===== config.mk =====
export PLATFORM = sky130hd
export DESIGN_NAME = logic_pll_lock_service_timer_flat
export DESIGN_NICKNAME = d
export VERILOG_FILES = /design/src/rtl/logic_pll_lock_service_timer_if.sv /design/src/rtl/logic_pll_lock_service_timer.sv /design/src/flat_wrapper.sv
export SDC_FILE = /design/constraint.sdc
export NUM_CORES = 1
export LEC_CHECK = 0
export ABC_AREA = 1
export CAP_MARGIN = 0
export CELL_PAD_IN_SITES_DETAIL_PLACEMENT = 1
export CELL_PAD_IN_SITES_GLOBAL_PLACEMENT = 1
export CORE_UTILIZATION = 35
export DETAILED_ROUTE_END_ITERATION = 8
export GPL_ROUTABILITY_DRIVEN = 0
export GPL_TIMING_DRIVEN = 0
export PLACE_DENSITY = 0.85
export SLEW_MARGIN = 20
export SYNTH_ARGS = -nofsm -noshare
export SYNTH_HDL_FRONTEND = slang
export SYNTH_SLANG_ARGS = --single-unit

===== constraint.sdc =====
create_clock -name aclk -period 2.15 [get_ports aclk]
set_input_delay 0.215 -clock aclk [delete_from_list [all_inputs] [get_ports aclk]]
set_output_delay 0.215 -clock aclk [all_outputs]
set_load 0.02 [all_outputs]

===== src/rtl/logic_pll_lock_service_timer_if.sv =====
// AXI4-Stream interface shared by the lock service blocks.
// rx modport is the sink side, tx modport is the source side.
interface logic_axi4_stream_if #(
   parameter int TDATA_BYTES = 4,
   parameter int TUSER_W     = 1,
   parameter int TDEST_W     = 1,
   parameter int TID_W       = 1
);
   logic                     tvalid;
   logic                     tready;
   logic [8*TDATA_BYTES-1:0] tdata;
   logic [TDATA_BYTES-1:0]   tstrb;
   logic [TDATA_BYTES-1:0]   tkeep;
   logic                     tlast;
   logic [TUSER_W-1:0]       tuser;
   logic [TDEST_W-1:0]       tdest;
   logic [TID_W-1:0]         tid;

   modport rx (input tvalid, tdata, tstrb, tkeep, tlast, tuser, tdest, tid, output tready);
   modport tx (output tvalid, tdata, tstrb, tkeep, tlast, tuser, tdest, tid, input tready);
endinterface


===== src/rtl/logic_pll_lock_service_timer.sv =====
// One-shot countdown timer for the PLL lock service FSM: load N on timer_config,
// expiry event on timer after max(N,1) ticks. Optional: LOGIC_PLL_LOCK_SERVICE_TIMER_PRESCALER_EN.
module logic_pll_lock_service_timer #(
   parameter int TDATA_BYTES = 4,
   parameter int PRESCALER   = 1
) (
   input logic             aclk,
   input logic             areset_n,
   logic_axi4_stream_if.rx timer_config,
   logic_axi4_stream_if.tx timer
);
   localparam int CW = 8*TDATA_BYTES;
   localparam logic [CW-1:0] ONE = CW'(1);

   typedef enum logic [1:0] {IDLE, RUNNING, EXPIRED} state_t;

   state_t        state_q, state_n;
   logic [CW-1:0] cnt_q, cnt_n;
   logic [CW-1:0] data_q, data_n;
   logic          load;
   logic          tick;

   if (PRESCALER < 1) begin : g_drc
      $error("PRESCALER must be >= 1");
   end

   // Always ready, so every valid beat is a load.
   assign timer_config.tready = 1'b1;
   assign load                = timer_config.tvalid;

`ifdef LOGIC_PLL_LOCK_SERVICE_TIMER_PRESCALER_EN
   localparam int PW = (PRESCALER > 1) ? $clog2(PRESCALER) : 1;
   localparam logic [PW-1:0] PRE_MAX = PW'(PRESCALER - 1);

   logic [PW-1:0] pre_q, pre_n;

   assign tick = (pre_q == PRE_MAX);

   always_comb begin
      pre_n = '0;
      if (!load && state_q == RUNNING && !tick)
         pre_n = pre_q + PW'(1);
   end

   always_ff @(posedge aclk or negedge areset_n) begin
      if (!areset_n) pre_q <= '0;
      else           pre_q <= pre_n;
   end
`else
   assign tick = 1'b1;
`endif

   always_comb begin
      state_n = state_q;
      cnt_n   = cnt_q;
      data_n  = data_q;
      if (load) begin
         // Load wins over everything, including a pending event being accepted.
         state_n = RUNNING;
         cnt_n   = (timer_config.tdata == '0) ? ONE : timer_config.tdata;
         data_n  = timer_config.tdata;
      end else begin
         case (state_q)
            RUNNING: begin
               if (tick) begin
                  if (cnt_q <= ONE) begin
                     state_n = EXPIRED;
                     cnt_n   = '0;
                  end else begin
                     cnt_n = cnt_q - ONE;
                  end
               end
            end
            EXPIRED: if (timer.tready) state_n = IDLE;
            default: ;
         endcase
      end
   end

   always_ff @(posedge aclk or negedge areset_n) begin
      if (!areset_n) begin
         state_q <= IDLE;
         cnt_q   <= '0;
         data_q  <= '0;
      end else begin
         state_q <= state_n;
         cnt_q   <= cnt_n;
         data_q  <= data_n;
      end
   end

   // tvalid comes straight from the state register: no path from tready.
   assign timer.tvalid = (state_q == EXPIRED);
   assign timer.tdata  = data_q;
   assign timer.tlast  = 1'b1;
   assign timer.tstrb  = '1;
   assign timer.tkeep  = '1;
   assign timer.tuser  = '0;
   assign timer.tdest  = '0;
   assign timer.tid    = '0;
endmodule


===== src/flat_wrapper.sv =====
// flat-port wrapper written by rule: the top's interface ports become plain ports
module logic_pll_lock_service_timer_flat 
#(
   parameter int TDATA_BYTES = 4,
   parameter int PRESCALER   = 1
)
  (aclk, areset_n, timer_config_tvalid, timer_config_tdata, timer_config_tstrb, timer_config_tkeep, timer_config_tlast, timer_config_tuser, timer_config_tdest, timer_config_tid, timer_config_tready, timer_tvalid, timer_tdata, timer_tstrb, timer_tkeep, timer_tlast, timer_tuser, timer_tdest, timer_tid, timer_tready);
  logic_axi4_stream_if #(.TDATA_BYTES(TDATA_BYTES)) timer_config_i ();
  logic_axi4_stream_if #(.TDATA_BYTES(TDATA_BYTES)) timer_i ();
  input logic aclk;
  input logic areset_n;
  input wire logic [$bits(timer_config_i.tvalid)-1:0] timer_config_tvalid;
  input wire logic [$bits(timer_config_i.tdata)-1:0] timer_config_tdata;
  input wire logic [$bits(timer_config_i.tstrb)-1:0] timer_config_tstrb;
  input wire logic [$bits(timer_config_i.tkeep)-1:0] timer_config_tkeep;
  input wire logic [$bits(timer_config_i.tlast)-1:0] timer_config_tlast;
  input wire logic [$bits(timer_config_i.tuser)-1:0] timer_config_tuser;
  input wire logic [$bits(timer_config_i.tdest)-1:0] timer_config_tdest;
  input wire logic [$bits(timer_config_i.tid)-1:0] timer_config_tid;
  output wire logic [$bits(timer_config_i.tready)-1:0] timer_config_tready;
  output wire logic [$bits(timer_i.tvalid)-1:0] timer_tvalid;
  output wire logic [$bits(timer_i.tdata)-1:0] timer_tdata;
  output wire logic [$bits(timer_i.tstrb)-1:0] timer_tstrb;
  output wire logic [$bits(timer_i.tkeep)-1:0] timer_tkeep;
  output wire logic [$bits(timer_i.tlast)-1:0] timer_tlast;
  output wire logic [$bits(timer_i.tuser)-1:0] timer_tuser;
  output wire logic [$bits(timer_i.tdest)-1:0] timer_tdest;
  output wire logic [$bits(timer_i.tid)-1:0] timer_tid;
  input wire logic [$bits(timer_i.tready)-1:0] timer_tready;
  assign timer_config_i.tvalid = timer_config_tvalid;
  assign timer_config_i.tdata = timer_config_tdata;
  assign timer_config_i.tstrb = timer_config_tstrb;
  assign timer_config_i.tkeep = timer_config_tkeep;
  assign timer_config_i.tlast = timer_config_tlast;
  assign timer_config_i.tuser = timer_config_tuser;
  assign timer_config_i.tdest = timer_config_tdest;
  assign timer_config_i.tid = timer_config_tid;
  assign timer_config_tready = timer_config_i.tready;
  assign timer_tvalid = timer_i.tvalid;
  assign timer_tdata = timer_i.tdata;
  assign timer_tstrb = timer_i.tstrb;
  assign timer_tkeep = timer_i.tkeep;
  assign timer_tlast = timer_i.tlast;
  assign timer_tuser = timer_i.tuser;
  assign timer_tdest = timer_i.tdest;
  assign timer_tid = timer_i.tid;
  assign timer_i.tready = timer_tready;
  logic_pll_lock_service_timer #(.TDATA_BYTES(TDATA_BYTES), .PRESCALER(PRESCALER)) u_core (.aclk(aclk), .areset_n(areset_n), .timer_config(timer_config_i), .timer(timer_i));
endmodule

==> qor.yml, run 1 <==
status: "finished, final reports clean"
fin_skew_ps: 13.8
path_cells: "inv_1 > ha_1 > nand2_2 > a21oi_2 > nand3_1 > nand2_2 > nor2_1 > nor2_1 > nor2_1"
finalPower_uw: 3420
wirelength_um: 13200
max_cap_violations: 0
cts_num_sinks: 66
crit_fanout: 5
area_growth_pct: 29.0
cp_slowest_cell: "dfrtp_1"
setup_slack_ps: 213
fmax_ghz: 0.516
fin_crit_sh_pct: 90.1
die_h_um: 107
finalHoldViolCount: 0
cts_made_buffers: 9
vias_per_cell: 5.00
endpoint_kind: "flop"
core_um2: 10800
dp_hpwl_um: 10200
drc_errors: 0
yosysTopAreaCellShare_pct: 42.4
cp_top_family: "simple AND/OR/NAND/NOR gates"
synthTopCellsByArea: "dfrtp_1, nand2_1, nor2_1"
clockRootBuffer: "clkbuf_8"
numPortBuffers: 67
cts.clk_slew.worst_paths_ps: 80
p_leak_uw: 0.00237
cts_tree: "yes"
place_inst: 781
htree_levels: 3
stdcell_count: 798
io_pins: 94
synth_warnings: 0
synth_ff_type: "dfrtp_1"
grt_pass1_vias: 4286
grt_start_max_net_pins: 38
num-nets-final: 703
syn_avg_cell_area_um2: 6.93
maxSlewHeadroom_pct: 63.6
pwr_density_cell_nw_per_um2: 682
final_antenna_net_count: 0
path_buf_inv: 1
yosys-top-cells-count: "nand2_1, nor2_1, dfrtp_1"
synth_edf_count: 0
antenna_cells: 0
num_rows: 38
drtPass1Iterations: 4
yosysMostFrequentCell: "nand2_1"
drtIter0Drc: 201
ys_seq_elements: 66
clk_latency_ps: 370
place_ws_ps: 172
cpPeakStageDelay_ps: 410
drive_above_1_share_pct: 8.97
grt_first_pass_wirelength_um: 21400
syn_inst: 562
vias: 3993
yosysTopAreaCell: "dfrtp_1"
ir_worst_vdd_mv: 0.538
min_path_type: "input port to flop"
start_kind: "flop"
overflow: 0
rsz0062_at_grt: "no"
synth-seq-area-share_pct: 42.4
min_period_ps: 1940
path_class: "flop to flop"
synth_cell_types: 28
crit_arrival_ps: 2200
antenna_found_initial: 0
wl_per_cell_um: 16.5
finalSetupViolations: 0
path_common_cell: "nor2_1"
cts_buffer_depth: 2
worst_slew_pin_slew_ps: 546
start_util_pct: 35.9
grtUsageTotal_pct: 24.6
async_flop_share_pct: 100
die-area_um2: 11500
maxSlewViolCount: 0
die_w_um: 107
required_ps: 2420
syn_area_um2: 3890
-- worst register-to-register path: cells and delay by family (launching register included) --
family                   cells  cell delay (ps)
adder cells (fa/ha/maj)      1              250
AND/OR/NAND/NOR              6              840
AO/OA/AOI/OAI                1              200
buffers and inverters        1              140
flip-flops                   1              410
-- stage by stage --
step	TNS (ps)	utilization, %	cell area (um2)	hold WS (ps)
global placement	-97660	44.1	4780	454
detailed placement	0	44.3	4800	175
finish	0	46.3	5020	239
floorplan	0	-	3930	-80.6
global route	0	46.3	5020	238
CTS	0	46.3	5020	233
-- metal layers --
| layer | vias to the layer above | part of all wire [%] | track usage (%) |
|---|---|---|---|
| met2 | 94 | 50 | 43.3 |
| li1 | 1921 | - | - |
| met5 | - | 0 | 0 |
| met3 | 25 | 5.6 | 5.99 |
| met4 | 0 | 2.5 | 9.69 |
| met1 | 1953 | 42 | 28.7 |
-- sequential cells by signal, summed over array words and instances, names as in the netlist --
name                count
u_core.cnt_q           32
u_core.timer.tdata     32
u_core.state_q          2
-- kinds of logic (layout without fill, tap and decap cells) --
| logic type | Yosys count | count (layout) | synth area share, % |
|---|---|---|---|
| simple gates | 353 | 353 | 36.9 |
| flops | 66 | 66 | 42.4 |
| compound gates | 64 | 64 | 8.52 |
| buf+inv | 58 | 143 | 7.49 |
| xor+xnor | 17 | 17 | 3.83 |
| fa+ha+maj | 2 | 2 | 0.643 |
| other cells | 2 | 13 | 0.193 |
-- path summary, 6_finish.rpt --
| check | endpoint | from | slack [ps] | cells after the start |
|---|---|---|---|---|
| max reg2reg | u_core.cnt_q[25] | u_core.cnt_q[0] | 210 | 9 |
| max in group asynchronous | u_core.cnt_q[9] | areset_n | 1250 | 3 |
| min reg2reg | u_core.timer.tdata[21] | u_core.timer.tdata[21] | 480 | 2 |
| min in group asynchronous | u_core.timer.tdata[14] | areset_n | 350 | 2 |
| max | u_core.cnt_q[25] | u_core.cnt_q[0] | 210 | 9 |
| min | u_core.timer.tdata[25] | timer_config_tvalid | 240 | 3 |
-- cells in the final DEF, fill, tap and decap left out, drive strengths merged, types with 12 or more instances in the layout --
| cell type | synthesis | final |
|---|---|---|
| dfrtp | 66 | 66 |
| nor2 | 129 | 129 |
| conb | 2 | 13 |
| buf | 24 | 26 |
| clkdlybuf4s50 | 0 | 66 |
| clkbuf | 6 | 17 |
| nand3 | 16 | 16 |
| nand2 | 194 | 194 |
| a21oi | 54 | 54 |
| inv | 28 | 28 |
| nand4 | 12 | 12 |
-- power breakdown --
part,switching (uW),internal [uW],total [uW]
registers,117,1360,1470
clock network,522,652,1170
logic,453,321,774
total,1090,2330,3420
-- layout make-up --
class | count | area [um2]
Buffer | 30 | 186
Clock buffer | 11 | 131
Clock inverter | 5 | 78.8
Fill cell | 1404 | 5820
Inverter | 28 | 105
Multi-Input combinational cell | 449 | 1990
Sequential cell | 66 | 1650
Tap cell | 140 | 175
Timing Repair Buffer | 69 | 698
-- timing repair --
item,4_1_cts,5_1_grt
setup endpoints to repair,0,3
hold endpoints to repair,29,0
resized for setup,0,1
hold buffers,1,0
setup buffers,0,0
(Power assumes the default switching activity.)
==> inputs of run 2 (changes only) <==
CORE_UTILIZATION = 32   (was 35)
PLACE_DENSITY = 0.82   (was 0.85)
clock period = 1.6 ns   (was 2.15 ns; I/O delays follow)
==> qor.yml, run 2 (synthesis results as in run 1) <==
num-nets-final: 721  # +2.6%
grt_start_max_net_pins: 43  # +13%
drtIter0Drc: 152  # -24%
endpoint_kind: "flop"
maxSlewViolCount: 0  # unchanged
io_pins: 94  # unchanged
finalSetupViolations: 32  # +32
worst_slew_pin_slew_ps: 529  # -17.0 ps
path_cells: "nor2_1 > nand2_1 > inv_1 > nand3_1 > inv_1 > nand3_4 > buf_6 > nand4_1 > a21oi_1"
cpPeakStageDelay_ps: 460  # +50 ps
crit_arrival_ps: 1950  # -250 ps
fin_skew_ps: 9.38  # -4.44 ps
num_rows: 39  # +2.6%
cts_tree: "yes"
place_inst: 784  # +0.38%
crit_fanout: 5  # unchanged
fmax_ghz: 0.579  # +12%
path_common_cell: "inv_1"
layout_common_cells: "nand2_1, nor2_1, clkdlybuf4s50_1, dfrtp_1, a21oi_1"
core_um2: 11600  # +7.1%
cts_made_buffers: 9  # unchanged
grt_pass1_vias: 4374  # +2.1%
cts_num_sinks: 66  # unchanged
start_kind: "flop"
cts.clk_slew.worst_paths_ps: 60  # -20 ps
finalHoldViolCount: 0  # unchanged
wirelength_um: 15100  # +14%
numPortBuffers: 67  # unchanged
min_path_type: "input port to flop"
path_class: "flop to flop"
start_util_pct: 33.5  # -2.4 points
cts_buffer_depth: 2  # unchanged
grt_first_pass_wirelength_um: 22700  # +6.2%
clk_latency_ps: 350  # -20 ps
overflow: 0  # unchanged
drtPass1Iterations: 9  # +5
grtUsageTotal_pct: 23.8  # -0.78 points
drc_errors: 5  # +5
wl_per_cell_um: 18.4  # +11%
p_leak_uw: 0.00262  # +10%
clockRootBuffer: "clkbuf_16"
stdcell_count: 819  # +2.6%
dp_hpwl_um: 10400  # +2.1%
fin_area_um2: 5710  # +14%
setup_slack_ps: -126  # -339 ps
pwr_density_cell_nw_per_um2: 971  # +42%
antenna_found_initial: 0  # unchanged
die_w_um: 112  # +4.5%
failed_checks: "DRC, setup timing"
finalPower_uw: 5550  # +62%
min_period_ps: 1730  # -211 ps
vias_per_cell: 5.12  # +2.4%
place_ws_ps: -366  # -538 ps
antenna_cells: 0  # unchanged
rsz0062_at_grt: "yes"
cp_slowest_cell: "dfrtp_1"
fin_crit_sh_pct: 108  # +18 points
vias: 4196  # +5.1%
die_h_um: 112  # +4.5%
ir_worst_vdd_mv: 0.553  # +2.7%
area_growth_pct: 46.7
max_cap_violations: 0  # unchanged
final_antenna_net_count: 0  # unchanged
htree_levels: 3  # unchanged
placed_area_um2: 4810  # +0.23%
maxSlewHeadroom_pct: 64.7  # +1.1 points
layout_commonest_cell: "nand2_1"
required_ps: 1820  # -600 ps
status: "complete, but fails checks"
die-area_um2: 12600  # +9.2%
drive_above_1_share_pct: 25.3  # +16 points
==> run 2: changes by cell type in the layout (fill, tap and decap cells not counted), moves of 12 or more <==
cell / before / now
nor2_1: 117 / 91
nand2_1: 190 / 165
a21oi_1: 53 / 33
a21oi_2: 1 / 20
nand2_2: 4 / 19
nor2_4: 2 / 16
buf_4: 15 / 27
nor2_2: 10 / 22
==> run 2: worst paths after layout <==
check                                  startpoint                     end  slack, ps  depth (start not counted)
hold reg to reg            u_core.timer.tdata[12]  u_core.timer.tdata[12]        470                          2
setup / recovery                 u_core.cnt_q[20]        u_core.cnt_q[16]       -130                          9
max in group asynchronous                areset_n         u_core.cnt_q[6]        760                          3
setup reg to reg                 u_core.cnt_q[20]        u_core.cnt_q[16]       -130                          9
hold / removal                timer_config_tvalid  u_core.timer.tdata[25]        180                          3
min in group asynchronous                areset_n  u_core.timer.tdata[14]        280                          2
==> run 2: through the flow <==
stage                     hold slack [ps]  util (%)  TNS (ps)
after floorplan                      -136         -         0
after global placement                453      41.2   -132900
after detailed placement             95.2      41.4     -6610
after CTS                             170      46.6      -507
after global routing                  191      49.2     -4810
final                                 177      49.2     -2040
==> run 2: routing by layer <==
| metal | global-route usage [%] | routed length (um) | vias up |
|---|---|---|---|
| met1 | 27.2 | 6070 | 2080 |
| met3 | 5.78 | 751 | 41 |
| met2 | 41.9 | 7740 | 113 |
| met5 | 0 | 0 | - |
| met4 | 11.3 | 513 | 0 |
| li1 | - | - | 1962 |
==> run 2: final cells by class <==
type                       count  area, um2
fill                        1453       5900
multi-input combinational    449       2380
sequential                    66       1670
timing repair buffer          87        862
clock buffer                  12        256
buffer                        30        188
tap                          143        179
inverter                      28        105
clock inverter                 4       73.8
==> run 2: what timing repair did <==
action,in CTS,in global routing
buffers inserted,11,5
endpoints found under the hold margin,24,0
pin swaps,8,18
gates resized for setup,56,79
endpoints found under the setup margin,33,34
hold buffers,1,0
gates cloned,1,1
==> run 2: critical path, delay by kind of cell, from the launching register on <==
kind | cells | cell delay (ps)
DFF | 1 | 460
and+or+nand+nor | 5 | 610
AOI/OAI and AO/OA | 1 | 100
buffers and inverters | 3 | 430
==> run 2: report_power, final <==
group | total, uW | switching, uW | internal, uW | leakage [uW]
logic | 1300 | 746 | 555 | 0.00167
registers | 2030 | 199 | 1830 | 0.000788
clock network | 2210 | 764 | 1450 | 0.000163
total | 5550 | 1710 | 3840 | 0.00262
